### config.mk
export PLATFORM = sky130hd
export DESIGN_NAME = ps2_mouse_tracker_flat
export DESIGN_NICKNAME = d
export VERILOG_FILES = /design/src/rtl/ps2_mouse_tracker_if.sv /design/src/rtl/ps2_mouse_tracker.sv /design/src/flat_wrapper.sv
export SDC_FILE = /design/constraint.sdc
export NUM_CORES = 1
export LEC_CHECK = 0
export CORE_MARGIN = 2
export CORE_UTILIZATION = 59
export CTS_CLUSTER_SIZE = 8
export DETAILED_ROUTE_END_ITERATION = 8
export HOLD_SLACK_MARGIN = 0.05
export PLACE_DENSITY = 0.8
export SKIP_CTS_REPAIR_TIMING = 1
export SLEW_MARGIN = 25
export SYNTH_ARGS = -nofsm -noshare
export SYNTH_HDL_FRONTEND = slang
export SYNTH_SLANG_ARGS = --single-unit
### constraint.sdc
create_clock -name clk -period 4.2 [get_ports clk]
set_clock_uncertainty 0.2 [all_clocks]
set_input_delay 0.84 -clock clk [delete_from_list [all_inputs] [get_ports clk]]
set_output_delay 0.84 -clock clk [all_outputs]
set_load 0.02 [all_outputs]
### src/rtl/ps2_mouse_tracker_if.sv
// Pin-side and game-side signal bundle of the PS/2 mouse tracker.
// master drives the raw PS/2 pins; slave is the tracker itself.
interface ps2_mouse_tracker_if;
    logic        ps2_clk;
    logic        ps2_data;
    logic [11:0] x_pos;
    logic [11:0] y_pos;
    logic        left_btn;
    logic        right_btn;
    logic        packet_valid;

    modport master (
        output ps2_clk, ps2_data,
        input  x_pos, y_pos, left_btn, right_btn, packet_valid
    );

    modport slave (
        input  ps2_clk, ps2_data,
        output x_pos, y_pos, left_btn, right_btn, packet_valid
    );
endinterface

### src/rtl/ps2_mouse_tracker.sv
// PS/2 mouse receiver: frames device-to-host bytes, assembles 3-byte movement packets and
// integrates clamped cursor coordinates. Define PS2_PARITY_CHECK_EN to reject bytes with bad odd parity.
module ps2_mouse_tracker #(
    parameter int X_MAX          = 799,
    parameter int Y_MAX          = 599,
    parameter int X_INIT         = 400,
    parameter int Y_INIT         = 300,
    parameter int FILTER_LEN     = 8,
    parameter int TIMEOUT_CYCLES = 100000
) (
    input  logic               clk,
    input  logic               reset,
    ps2_mouse_tracker_if.slave mouse
);
    localparam int FCW = $clog2(FILTER_LEN + 1);
    localparam int TCW = $clog2(TIMEOUT_CYCLES + 1);
    localparam logic signed [13:0] X_MAX_S = 14'(X_MAX);
    localparam logic signed [13:0] Y_MAX_S = 14'(Y_MAX);

    typedef enum logic [1:0] {IDLE = 2'd0, DATA = 2'd1, PARITY = 2'd2, STOP = 2'd3} state_t;

    logic [1:0]     clk_sync_q;
    logic [1:0]     data_sync_q;
    logic           filt_q;
    logic [FCW-1:0] filt_cnt_q;
    logic           fall_s;
    logic           data_s;

    state_t         state_q;
    logic [2:0]     bit_cnt_q;
    logic [7:0]     shift_q;
    logic [1:0]     byte_idx_q;
    logic [5:0]     hdr_q;      // {y_ovf, x_ovf, y_sign, x_sign, right, left}
    logic [7:0]     byte1_q;
    logic [TCW-1:0] tmo_q;

    logic [11:0]    x_q;
    logic [11:0]    y_q;
    logic           left_q;
    logic           right_q;
    logic           valid_q;

    logic signed [13:0] dx_s;
    logic signed [13:0] dy_s;
    logic signed [13:0] x_sum_s;
    logic signed [13:0] y_sum_s;
    logic [11:0]        x_new_s;
    logic [11:0]        y_new_s;

`ifdef PS2_PARITY_CHECK_EN
    logic par_bit_q;

    function automatic logic odd_weight(input logic [8:0] v);
        return ^v;
    endfunction
`endif

    // The filtered clock falls on the cycle the FILTER_LEN-th consecutive low sample arrives.
    assign fall_s = filt_q && !clk_sync_q[1] && (filt_cnt_q == FCW'(FILTER_LEN - 1));
    assign data_s = data_sync_q[1];

    // Pin synchronizers and ps2_clk glitch filter.
    always_ff @(posedge clk or posedge reset) begin
        if (reset) begin
            clk_sync_q  <= 2'b11;
            data_sync_q <= 2'b11;
            filt_q      <= 1'b1;
            filt_cnt_q  <= '0;
        end else begin
            clk_sync_q  <= {clk_sync_q[0], mouse.ps2_clk};
            data_sync_q <= {data_sync_q[0], mouse.ps2_data};
            if (clk_sync_q[1] == filt_q) begin
                filt_cnt_q <= '0;
            end else if (filt_cnt_q == FCW'(FILTER_LEN - 1)) begin
                filt_q     <= clk_sync_q[1];
                filt_cnt_q <= '0;
            end else begin
                filt_cnt_q <= filt_cnt_q + 1'b1;
            end
        end
    end

    // Saturating position update; byte 2 is still in the shift register when it is consumed.
    always_comb begin
        dx_s    = hdr_q[4] ? 14'sd0 : {{5{hdr_q[2]}}, hdr_q[2], byte1_q};
        dy_s    = hdr_q[5] ? 14'sd0 : {{5{hdr_q[3]}}, hdr_q[3], shift_q};
        x_sum_s = $signed({2'b00, x_q}) + dx_s;
        y_sum_s = $signed({2'b00, y_q}) - dy_s;
        if (x_sum_s < 14'sd0) begin
            x_new_s = 12'd0;
        end else if (x_sum_s > X_MAX_S) begin
            x_new_s = X_MAX_S[11:0];
        end else begin
            x_new_s = x_sum_s[11:0];
        end
        if (y_sum_s < 14'sd0) begin
            y_new_s = 12'd0;
        end else if (y_sum_s > Y_MAX_S) begin
            y_new_s = Y_MAX_S[11:0];
        end else begin
            y_new_s = y_sum_s[11:0];
        end
    end

    // Frame FSM, timeout supervisor, packet assembly and registered outputs.
    always_ff @(posedge clk or posedge reset) begin
        if (reset) begin
            state_q    <= IDLE;
            bit_cnt_q  <= 3'd0;
            shift_q    <= 8'd0;
            byte_idx_q <= 2'd0;
            hdr_q      <= 6'd0;
            byte1_q    <= 8'd0;
            tmo_q      <= '0;
            x_q        <= 12'(X_INIT);
            y_q        <= 12'(Y_INIT);
            left_q     <= 1'b0;
            right_q    <= 1'b0;
            valid_q    <= 1'b0;
`ifdef PS2_PARITY_CHECK_EN
            par_bit_q  <= 1'b0;
`endif
        end else begin
            valid_q <= 1'b0;

            if (fall_s) begin
                tmo_q <= '0;
            end else if (state_q != IDLE || byte_idx_q != 2'd0) begin
                if (tmo_q == TCW'(TIMEOUT_CYCLES - 1)) begin
                    tmo_q      <= '0;
                    state_q    <= IDLE;
                    byte_idx_q <= 2'd0;
                end else begin
                    tmo_q <= tmo_q + 1'b1;
                end
            end else begin
                tmo_q <= '0;
            end

            if (fall_s) begin
                case (state_q)
                    IDLE: begin
                        if (!data_s) begin
                            state_q   <= DATA;
                            bit_cnt_q <= 3'd0;
                        end
                    end
                    DATA: begin
                        shift_q   <= {data_s, shift_q[7:1]};
                        bit_cnt_q <= bit_cnt_q + 3'd1;
                        if (bit_cnt_q == 3'd7) begin
                            state_q <= PARITY;
                        end
                    end
                    PARITY: begin
`ifdef PS2_PARITY_CHECK_EN
                        par_bit_q <= data_s;
`endif
                        state_q <= STOP;
                    end
                    STOP: begin
                        state_q <= IDLE;
                        // A missing stop bit drops only this byte; the packet position is kept.
                        if (data_s) begin
`ifdef PS2_PARITY_CHECK_EN
                            if (!odd_weight({shift_q, par_bit_q})) begin
                                byte_idx_q <= 2'd0;
                            end else begin
`else
                            begin
`endif
                                case (byte_idx_q)
                                    2'd0: begin
                                        if (shift_q[3]) begin
                                            hdr_q      <= {shift_q[7:4], shift_q[1:0]};
                                            byte_idx_q <= 2'd1;
                                        end
                                    end
                                    2'd1: begin
                                        byte1_q    <= shift_q;
                                        byte_idx_q <= 2'd2;
                                    end
                                    2'd2: begin
                                        x_q        <= x_new_s;
                                        y_q        <= y_new_s;
                                        left_q     <= hdr_q[0];
                                        right_q    <= hdr_q[1];
                                        valid_q    <= 1'b1;
                                        byte_idx_q <= 2'd0;
                                    end
                                    default: byte_idx_q <= 2'd0;
                                endcase
                            end
                        end
                    end
                    default: state_q <= IDLE;
                endcase
            end
        end
    end

    assign mouse.x_pos        = x_q;
    assign mouse.y_pos        = y_q;
    assign mouse.left_btn     = left_q;
    assign mouse.right_btn    = right_q;
    assign mouse.packet_valid = valid_q;
endmodule
### src/flat_wrapper.sv
// flat-port wrapper written by rule: the top's interface ports become plain ports
module ps2_mouse_tracker_flat 
#(
    parameter int X_MAX          = 799,
    parameter int Y_MAX          = 599,
    parameter int X_INIT         = 400,
    parameter int Y_INIT         = 300,
    parameter int FILTER_LEN     = 8,
    parameter int TIMEOUT_CYCLES = 100000
)
  (clk, reset, mouse_ps2_clk, mouse_ps2_data, mouse_x_pos, mouse_y_pos, mouse_left_btn, mouse_right_btn, mouse_packet_valid);
  ps2_mouse_tracker_if mouse_i ();
  input  logic clk;
  input  logic reset;
  input wire logic [$bits(mouse_i.ps2_clk)-1:0] mouse_ps2_clk;
  input wire logic [$bits(mouse_i.ps2_data)-1:0] mouse_ps2_data;
  output wire logic [$bits(mouse_i.x_pos)-1:0] mouse_x_pos;
  output wire logic [$bits(mouse_i.y_pos)-1:0] mouse_y_pos;
  output wire logic [$bits(mouse_i.left_btn)-1:0] mouse_left_btn;
  output wire logic [$bits(mouse_i.right_btn)-1:0] mouse_right_btn;
  output wire logic [$bits(mouse_i.packet_valid)-1:0] mouse_packet_valid;
  assign mouse_i.ps2_clk = mouse_ps2_clk;
  assign mouse_i.ps2_data = mouse_ps2_data;
  assign mouse_x_pos = mouse_i.x_pos;
  assign mouse_y_pos = mouse_i.y_pos;
  assign mouse_left_btn = mouse_i.left_btn;
  assign mouse_right_btn = mouse_i.right_btn;
  assign mouse_packet_valid = mouse_i.packet_valid;
  ps2_mouse_tracker #(.X_MAX(X_MAX), .Y_MAX(Y_MAX), .X_INIT(X_INIT), .Y_INIT(Y_INIT), .FILTER_LEN(FILTER_LEN), .TIMEOUT_CYCLES(TIMEOUT_CYCLES)) u_core (.clk(clk), .reset(reset), .mouse(mouse_i));
endmodule
==> results of run 1 <==
-- area by class of cell --
type | instances | area, um2
multi-input combinational | 346 | 2552
fill | 595 | 2377
sequential | 82 | 2067
timing repair buffer | 33 | 322.8
clock buffer | 10 | 127.6
tap | 102 | 127.6
clock inverter | 6 | 82.58
inverter | 18 | 70.07
-- path summary, 6_finish.rpt --
| kind | cells past startpoint | to |
|---|---|---|
| min | 0 | u_core.data_sync_q[1] |
| max reg2reg | 11 | u_core.mouse.x_pos[0] |
| max | 11 | u_core.mouse.x_pos[0] |
| min in group asynchronous | 2 | u_core.mouse.x_pos[5] |
| min reg2reg | 0 | u_core.data_sync_q[1] |
| max in group asynchronous | 3 | u_core.mouse.y_pos[5] |
-- report_power, final --
part	switching [W]	total [W]	internal (W)
Sequential	0.00000895	0.000814	0.000805
Combinational	0.0000276	0.0000447	0.0000172
Clock	0.000270	0.000602	0.000332
-- critical path, delay by kind of cell, from the launching register on --
family,cells,cell delay (ns)
fa+ha+maj,1,0.39
mux,1,0.17
flops,1,0.52
simple gates,2,0.36
compound gates,6,1.62
buf+inv,1,0.15
-- metal layers --
| layer | track usage [%] | wire [um] | vias to the layer above | share of wire (%) |
|---|---|---|---|---|
| li1 | - | - | 1697 | - |
| met1 | 31.06 | 4137 | 1718 | 45 |
| met2 | 39.99 | 4577 | 66 | 50 |
| met3 | 4.271 | 321 | 9 | 3.5 |
| met4 | 7.843 | 116 | 0 | 1.3 |
| met5 | 0 | 0 | - | 0 |
-- metrics by stage --
stage	hold WS [ns]	setup WS (ns)	instances	cell area, um2	power (W)
floorplan	0.1452	1.071	454	4726	0.0008596
global placement	0.1469	0.8086	581	5139	0.0008722
detailed placement	0.1520	0.7134	581	5139	0.0008754
CTS	0.1631	0.6930	597	5349	0.001478
global route	0.1672	0.3043	597	5350	0.001519
finish	0.1608	0.6938	597	5350	0.001461
-- synth_stat cells (all sizes together) (12+ instances only) --
cell,n
ha,32
nand2b,16
xor2,12
nor2b,15
nand2,32
o21ai,18
dfrtp,70
mux2,25
a21oi,25
inv,18
nor2,43
dfstp,12
xnor2,23
-- sequential cells by signal (all words and copies together), names as in the netlist --
name / count
u_core.tmo_q: 17
u_core.mouse.x_pos: 12
u_core.mouse.y_pos: 12
u_core.byte1_q: 8
u_core.shift_q: 8
u_core.hdr_q: 6
u_core.filt_cnt_q: 4
u_core.bit_cnt_q: 3
u_core.byte_idx_q: 2
u_core.clk_sync_q: 2
u_core.data_sync_q: 2
u_core.state_q: 2
u_core.filt_q: 1
u_core.mouse.left_btn: 1
u_core.mouse.packet_valid: 1
u_core.mouse.right_btn: 1
-- logic make-up after synthesis --
group	after synthesis	share of synthesized area, %
buf+inv	26	2.250
compound gates	101	15.12
fa+ha+maj	34	9.320
mux	27	6.381
flops	82	43.74
simple gates	149	16.71
xor+xnor	35	6.487
==> impl_results.md, run 1 <==
* LEAKAGE at 2.504 nW
* Hold Vio Cnt, Final at 0
* Die area at 8741 um2
* Critical Path Max Stage Delay at 0.52 ns
* Synthesized instance count at 454
* Post-synth EDFFs at 0
* GR Util All Layers at 23.74%
* TritonCTS Buffers at 9
* Iter 0 DRT Violations at 154
* Syn nets at 492
* Clock Path Buffers at 2
* Die W at 93.50 um
* Ys flop type: dfrtp_1
* Ant. Diodes at 0
* Via density at 5.846
* Worst Path Arrival at 3.54 ns
* Die H at 93.50 um
* CTS tree: yes
* VDD IR max at 0.1718 mV
* Max cap viols at 0
* CP Capture Type: register
* GPL Wtd Cong at 0.8784
* Max stage delay cell, worst path: dfrtp_1
* Clk_lat worst skew at 0.35 ns
* Remaining antenna violation count at 0
* Hold_sp: u_core.data_sync_q[0]
* Reg2reg start: u_core.hdr_q[4]
* TritonRoute pass-1 iters at 4
* Largest net degree at the start of global routing at 59
* Most frequent cells in the layout: 70 x dfrtp_1, 42 x nor2_1, 32 x nand2_1, 32 x ha_1, 30 x clkdlybuf4s50_1
* Crit path from: u_core.hdr_q[4]
* First-pass GRT wire length at 16.46 mm
* Post-route clock period utilization at 83.48%
* Seq/Total Area, Yosys at 43.74%
* Yosys Warn Count at 0
* Wire per inst at 15.33 um
* Reg clk slew, reported paths at 0.08 ns
* Async SR Flop Fraction at 100.0%
* Cell chain of the critical path: nand2b_1 > inv_1 > ha_1 > a21o_1 > a31o_2 > a21oi_1 > o211ai_2 > mux2i_1 > a311oi_2 > nor3_2 > a221o_1
* Register bit total from synthesis at 82
* Total gr overflow at 0
* WP data required at 4.23 ns
* Clock sink count at 82
* Drt drc at 0
* Fin util at 69.24%
* HPWL Detailed at 6.953 mm
* Crit path time final at 3.506 ns
* Input/output buffers at 30
* Root buffer cell: clkbuf_8
* Crit Path Category: register to register
* TNS Setup at 0 ns
* Synth area leader: dfrtp_1
* Share of the synthesized area in the top cell type at 37.07%
* Commonest non-fill, non-tap cell in the layout: dfrtp_1
* Standard-cell rows at 32
* Max Clk Rate at 0.2852 GHz
* Final Max Tran Viols at 0
* Worst-path fanout max at 10
* Distinct cells, synth at 63
* Max_slew headroom at 40.77%
* Top cells by area, synth: dfrtp_1 37%, ha_1 8.5%, dfstp_2 6.7%
* Worst-margin pin slew at 0.8637 ns
* Initial antenna violation count at 0
* Vias in the first global route at 3,558
* Initial core utilization at 61.16%
* RSZ-0062 raised after global routing: no
* Worst min path class: register to register
* Share of post-route cells with drive strength above 1 at 14.55%
* Synthesized cell area at 4726 um2
* H-Tree Depth at 3
* DR vias at 3,490
* Status: finished, final reports clean
* PD cells at 273.1 nW/um2
* Area Overhead vs Synth at 13.21%
* Core area at 7727 um2
* Worst R2R Setup Slack at 0.69 ns
* Final Routed Wirelength at 9.152 mm
* Setup crit start kind: register
* Final setup viols at 0
* Top-level I/O count at 31
* Nets at 528
* Syn Area/Cell at 10.41 um2
Power figures use the tool's default switching activity.
==> run 2: changes to the inputs <==
==> constraint.sdc (replaced) <==
create_clock -name clk -period 3.3 [get_ports clk]
set_clock_uncertainty 0.2 [all_clocks]
set_input_delay 0.66 -clock clk [delete_from_list [all_inputs] [get_ports clk]]
set_output_delay 0.66 -clock clk [all_outputs]
set_load 0.02 [all_outputs]
==> run 2 against run 1 <==
Net effect:
- die area is the same
- fmax grew 11%
- combinational power grew 25%
- critical path type unchanged
==> impl_results.md, run 2 (synthesis results as in run 1) <==
* Pwr Total at 0.001784 W (+22%)
* GR Util All Layers at 23.05% (-0.69 points)
* Psw at 0.0004362 W (+42%)
* Vias in the first global route at 3,549 (-0.25%)
* Switch share at 24.46% (+3.4 points)
* GPL Wtd Cong at 0.8713 (-0.81%)
* Commonest non-fill, non-tap cell in the layout: dfrtp_1
* Final Max Tran Viols at 0 (unchanged)
* Initial antenna violation count at 0 (unchanged)
* Nets at 534 (+1.1%)
* Flop pwr share at 58.1% (+2.4 points)
* Wire per inst at 15.46 um (+0.85%)
* Initial core utilization at 61.16% (unchanged)
* Remaining antenna violation count at 0 (unchanged)
* Worst Path Arrival at 3.21 ns (-0.33 ns)
* Iter 0 DRT Violations at 156 (+1.3%)
* Hold Vio Cnt, Final at 0 (unchanged)
* Max Clk Rate at 0.3159 GHz (+11%)
* Input/output buffers at 30 (unchanged)
* Crit path time final at 3.165 ns (-0.3409 ns)
* TritonRoute pass-1 iters at 4 (unchanged)
* Root buffer cell: clkbuf_8
* Largest reg by FF count: u_core.tmo_q
* Die W at 93.50 um (unchanged)
* Int Pwr at 0.001347 W (+17%)
* Status: finished, final reports clean
* Core area at 7727 um2 (unchanged)
* Final setup viols at 0 (unchanged)
* Final Routed Wirelength at 9.323 mm (+1.9%)
* Post-route clock period utilization at 95.92% (+12 points)
* Clock Path Buffers at 2 (unchanged)
* LEAKAGE at 2.527 nW (+0.92%)
* TritonCTS Buffers at 9 (unchanged)
* Standard-cell rows at 32 (unchanged)
* WP data required at 3.35 ns (-0.88 ns)
* Via density at 5.831 (-0.26%)
* Die area at 8741 um2 (unchanged)
* Max FFs per register at 17 (unchanged)
* DR vias at 3,516 (+0.74%)
* Worst min path class: register to register
* Top-level I/O count at 31 (unchanged)
* Ant. Diodes at 0 (unchanged)
* Worst-path fanout max at 4 (-6)
* VDD IR max at 0.3539 mV (+110%)
* CTS tree: yes
* HPWL Detailed at 6.843 mm (-1.6%)
* Max_slew headroom at 50.26% (+9.5 points)
* Total gr overflow at 0 (unchanged)
* Most frequent cells in the layout: 69 x dfrtp_1, 42 x nor2_1, 32 x nand2_1, 31 x ha_1, 30 x clkdlybuf4s50_1
* Crit Path Category: register to register
* Setup slack after placement at 0.05840 ns (-0.6550 ns)
* Worst-margin pin slew at 0.7429 ns (-0.1209 ns)
* Area Overhead vs Synth at 14.77%
* CP Capture Type: register
* Share of post-route cells with drive strength above 1 at 17.76% (+3.2 points)
* First-pass GRT wire length at 16.02 mm (-2.6%)
* H-Tree Depth at 3 (unchanged)
* Setup crit start kind: register
* Largest net degree at the start of global routing at 45 (-24%)
* Clk_lat worst skew at 0.36 ns (about the same)
* Clock sink count at 82 (unchanged)
* PD cells at 328.9 nW/um2 (+20%)
* Drt drc at 0 (unchanged)
* Reg clk slew, reported paths at 0.08 ns (about the same)
* Max cap viols at 0 (unchanged)
* Gate power share at 3.1% (about the same)
* Die H at 93.50 um (unchanged)
* Clock power frac at 38.8% (-2.4 points)
* Setup WS post-layout at 0.1347 ns (-0.5591 ns)
run 2: cell count changes in the layout (fill, tap and decap cells not counted), moves of 2 or more:
cell / change
buf_4: +5
a211oi_1: -2
a211oi_2: +2
bufinv_16: -2
clkinv_4: +2
inv_6: +2
run 2: worst max-delay path: stages (launching register included):
cell	delay (ns)
dfrtp_1	0.38
nor2b_1	0.13
ha_1	0.23
fa_2	0.36
a21o_1	0.18
nand4_1	0.12
nand2_1	0.11
and4b_1	0.19
or3_1	0.41
a311oi_2	0.26
buf_4	0.18
nor3_2	0.05
a221o_1	0.26
run 2: through the flow:
| step | instances | hold WS, ns | setup TNS [ns] | util [%] | cell area, um2 |
|---|---|---|---|---|---|
| 3_3_place_gp | 585 | 0.1469 | 0 | 67.05 | 5181 |
| 4_1_cts | 601 | 0.1657 | 0 | 69.45 | 5366 |
| 5_1_grt | 603 | 0.1673 | -0.05154 | 70.19 | 5424 |
| 3_5_place_dp | 585 | 0.1514 | 0 | 67.05 | 5181 |
| 2_1_floorplan | 454 | 0.1452 | 0 | - | 4726 |
| 6_report | 603 | 0.1617 | 0 | 70.19 | 5424 |
run 2: worst paths after layout:
check / startpoint / endpoint / slack [ns] / depth (start not counted)
worst max-delay path: u_core.byte1_q[0] / u_core.mouse.x_pos[2] / 0.13 / 12
worst min-delay path: u_core.data_sync_q[0] / u_core.data_sync_q[1] / 0.16 / 0
worst max register to register: u_core.byte1_q[0] / u_core.mouse.x_pos[2] / 0.13 / 12
worst min register to register: u_core.data_sync_q[0] / u_core.data_sync_q[1] / 0.16 / 0
max in group asynchronous: reset / u_core.mouse.y_pos[3] / 1.69 / 3
min in group asynchronous: reset / u_core.byte1_q[6] / 0.50 / 2
run 2: power groups by stage:
stage               clock network, W  registers [W]   logic, W
floorplan                          0        0.00105  0.0000414
finish                      0.000692        0.00104  0.0000557
global placement                   0        0.00105  0.0000560
global route                0.000751        0.00104  0.0000656
CTS                         0.000705        0.00104  0.0000582
detailed placement                 0        0.00106  0.0000577
run 2: cell type report:
type | count | area, um2
Tap cell | 102 | 127.6
Sequential cell | 82 | 2068
Multi-Input combinational cell | 346 | 2594
Clock inverter | 6 | 47.55
Timing Repair Buffer | 39 | 380.4
Fill cell | 586 | 2303
Inverter | 18 | 68.82
Clock buffer | 10 | 137.6
run 2: per-layer routing:
metal	global-route usage, %	vias to the layer above	part of all wire [%]
met4	8.333	0	1.4
li1	-	1714	-
met1	30.18	1734	47
met5	0	-	0
met2	38.61	55	49
met3	3.948	13	3.1
==> run 3: changes to the inputs <==
--- a/config.mk
+++ b/config.mk
@@ -5,6 +5,7 @@
 export SDC_FILE = /design/constraint.sdc
 export NUM_CORES = 1
 export LEC_CHECK = 0
+export CORE_ASPECT_RATIO = 2
 export CORE_MARGIN = 2
 export CORE_UTILIZATION = 59
 export CTS_CLUSTER_SIZE = 8
==> run 3 against run 2 <==
Net effect:
- count of clock-buffer cells in the layout grew 3
- cell count is 0.50% lower
- combinational power barely moved
- via count decreased by 0.65%
- cell area up 2.1%
- global-route usage grew 1.1 points
- largest cell class unchanged
- highest routed layer unchanged
==> impl_results.md, run 3 (synthesis results as in run 1) <==
* Status: finished, final reports clean
* Initial core utilization at 60.37% (-0.78 points)
* Nets at 537 (+0.56%)
* Most frequent cells in the layout: 70 x dfrtp_1, 42 x nor2_1, 32 x nand2_1, 30 x ha_1, 30 x clkdlybuf4s50_1
* Crit path time final at 3.205 ns (+0.03956 ns)
* Commonest non-fill, non-tap cell in the layout: dfrtp_1
* Standard-cell rows at 46 (+44%)
* Worst min path class: register to register
* Initial antenna violation count at 0 (unchanged)
* H-Tree Depth at 3 (unchanged)
* Psw at 0.0004191 W (-3.9%)
* Gate power share at 2.7% (-0.4 points)
* Switch share at 20.42% (-4.0 points)
* Clk_lat worst skew at 0.33 ns (-0.03 ns)
* Post-route clock period utilization at 97.12% (+1.2 points)
* Largest reg by FF count: u_core.tmo_q
* Clock power frac at 46.7% (+7.9 points)
* Area Overhead vs Synth at 17.21%
* Reg clk slew, reported paths at 0.06 ns (-0.02 ns)
* Remaining antenna violation count at 0 (unchanged)
* Wire per inst at 16.06 um (+3.9%)
* GR Util All Layers at 24.14% (+1.1 points)
* Max cap viols at 0 (unchanged)
* TritonCTS Buffers at 9 (unchanged)
* Root buffer cell: clkbuf_16
* Max_slew headroom at 56.35% (+6.1 points)
* Largest net degree at the start of global routing at 83 (+84%)
* Final Max Tran Viols at 0 (unchanged)
* Die W at 67.29 um (-28%)
* Core area at 7828 um2 (+1.3%)
* First-pass GRT wire length at 16.19 mm (+1.0%)
* Clock sink count at 82 (unchanged)
* Int Pwr at 0.001633 W (+21%)
* Via density at 5.822 (-0.16%)
* Flop pwr share at 50.6% (-7.5 points)
* CTS tree: yes
* Clock Path Buffers at 2 (unchanged)
* Hold Vio Cnt, Final at 0 (unchanged)
* Worst Path Arrival at 3.22 ns (about the same)
* HPWL Detailed at 6.858 mm (+0.23%)
* Cell chain of the critical path: nor2b_1 > ha_2 > fa_2 > a21o_1 > nand4_1 > nand2_1 > and4b_1 > or3_4 > a311oi_4 > nor3_2 > a221o_1
* WP data required at 3.32 ns (-0.03 ns)
* Crit Path Category: register to register
* Final setup viols at 0 (unchanged)
* VDD IR max at 0.5879 mV (+66%)
* Die area at 8785 um2 (+0.50%)
* TritonRoute pass-1 iters at 4 (unchanged)
* Max FFs per register at 17 (unchanged)
* PD cells at 370.6 nW/um2 (+13%)
* Max Clk Rate at 0.3120 GHz (-1.2%)
* Input/output buffers at 30 (unchanged)
* Iter 0 DRT Violations at 254 (+63%)
* Max stage delay cell, worst path: a311oi_4
* Setup WS post-layout at 0.09516 ns (-0.03956 ns)
* Share of post-route cells with drive strength above 1 at 17.66% (-0.11 points)
* LEAKAGE at 2.577 nW (+2.0%)
* CP delay by family, top: simple AND/OR/NAND/NOR gates
* Vias in the first global route at 3,551 (+0.056%)
* Ant. Diodes at 0 (unchanged)
* Pwr Total at 0.002053 W (+15%)
* Worst-path fanout max at 4 (unchanged)
* Total gr overflow at 0 (unchanged)
* Final Routed Wirelength at 9.634 mm (+3.3%)
* GPL Wtd Cong at 0.8390 (-3.7%)
* DR vias at 3,493 (-0.65%)
* Hold Slack at 0.1546 ns (-0.007142 ns)
* Buf+Inv Stages, Crit Path at 0 (-1)
* Top-level I/O count at 31 (unchanged)
* Setup slack after placement at 0.03269 ns (-0.02571 ns)
* Worst-margin pin slew at 0.6519 ns (-0.09101 ns)
* CP Capture Type: register
* Die H at 130.6 um (+40%)
* Setup crit start kind: register
* Critical Path Max Stage Delay at 0.41 ns (about the same)
* Drt drc at 0 (unchanged)
[run 3: cell types whose count changed in the layout (fill, tap and decap cells not counted), sizes merged]
cell,previous run,this run
inv,19,17
clkinv,4,3
bufinv,0,1
clkinvlp,1,0
clkbuf,10,13
buf,9,12
[run 3: power by group through the flow]
stage / Sequential, W / Combinational (W) / Clock [W]
after detailed placement: 0.00105 / 0.0000581 / 0
after CTS: 0.00104 / 0.0000581 / 0.000977
after global placement: 0.00105 / 0.0000573 / 0
after floorplan: 0.00105 / 0.0000414 / 0
final: 0.00104 / 0.0000559 / 0.000958
after global routing: 0.00104 / 0.0000675 / 0.00102
[run 3: layer usage]
layer	wire [um]	part of all wire, %	track usage (%)
met5	0	0	0
met2	5059	53	40.89
met4	238	2.5	10.44
met1	4057	42	30.01
met3	279	2.9	3.853
[run 3: layout make-up]
class	instances	area [um2]
clock buffer	13	240.2
fill	612	2288
multi-input combinational	346	2600
sequential	82	2067
timing repair buffer	42	402.9
inverter	18	68.82
tap	96	120.1
clock inverter	3	40.04
[run 3: metrics by stage]
stage                     cell area (um2)  cells  setup TNS (ns)  util [%]
after floorplan                      4726    454               0         -
after global placement               5196    582               0     66.38
after detailed placement             5196    582               0     66.38
after CTS                            5477    598               0     69.96
after global routing                 5539    600         -0.4432     70.76
final                                5539    600               0     70.76
[run 3: final timing paths]
kind / start / end / slack (ns) / cells past startpoint
setup / recovery: u_core.byte1_q[0] / u_core.mouse.x_pos[1] / 0.1 / 11
hold / removal: u_core.data_sync_q[0] / u_core.data_sync_q[1] / 0.15 / 0
setup reg to reg: u_core.byte1_q[0] / u_core.mouse.x_pos[1] / 0.1 / 11
hold reg to reg: u_core.data_sync_q[0] / u_core.data_sync_q[1] / 0.15 / 0
max in group asynchronous: reset / u_core.mouse.y_pos[2] / 1.99 / 3
min in group asynchronous: reset / u_core.tmo_q[14] / 0.51 / 3
[run 3: worst register-to-register path, stage by stage, from the launching register on]
cell and delay, ns:
dfrtp_1 0.37, nor2b_1 0.15, ha_2 0.20, fa_2 0.36
a21o_1 0.19, nand4_1 0.13, nand2_1 0.11, and4b_1 0.20
or3_4 0.40, a311oi_4 0.41, nor3_2 0.10, a221o_1 0.28
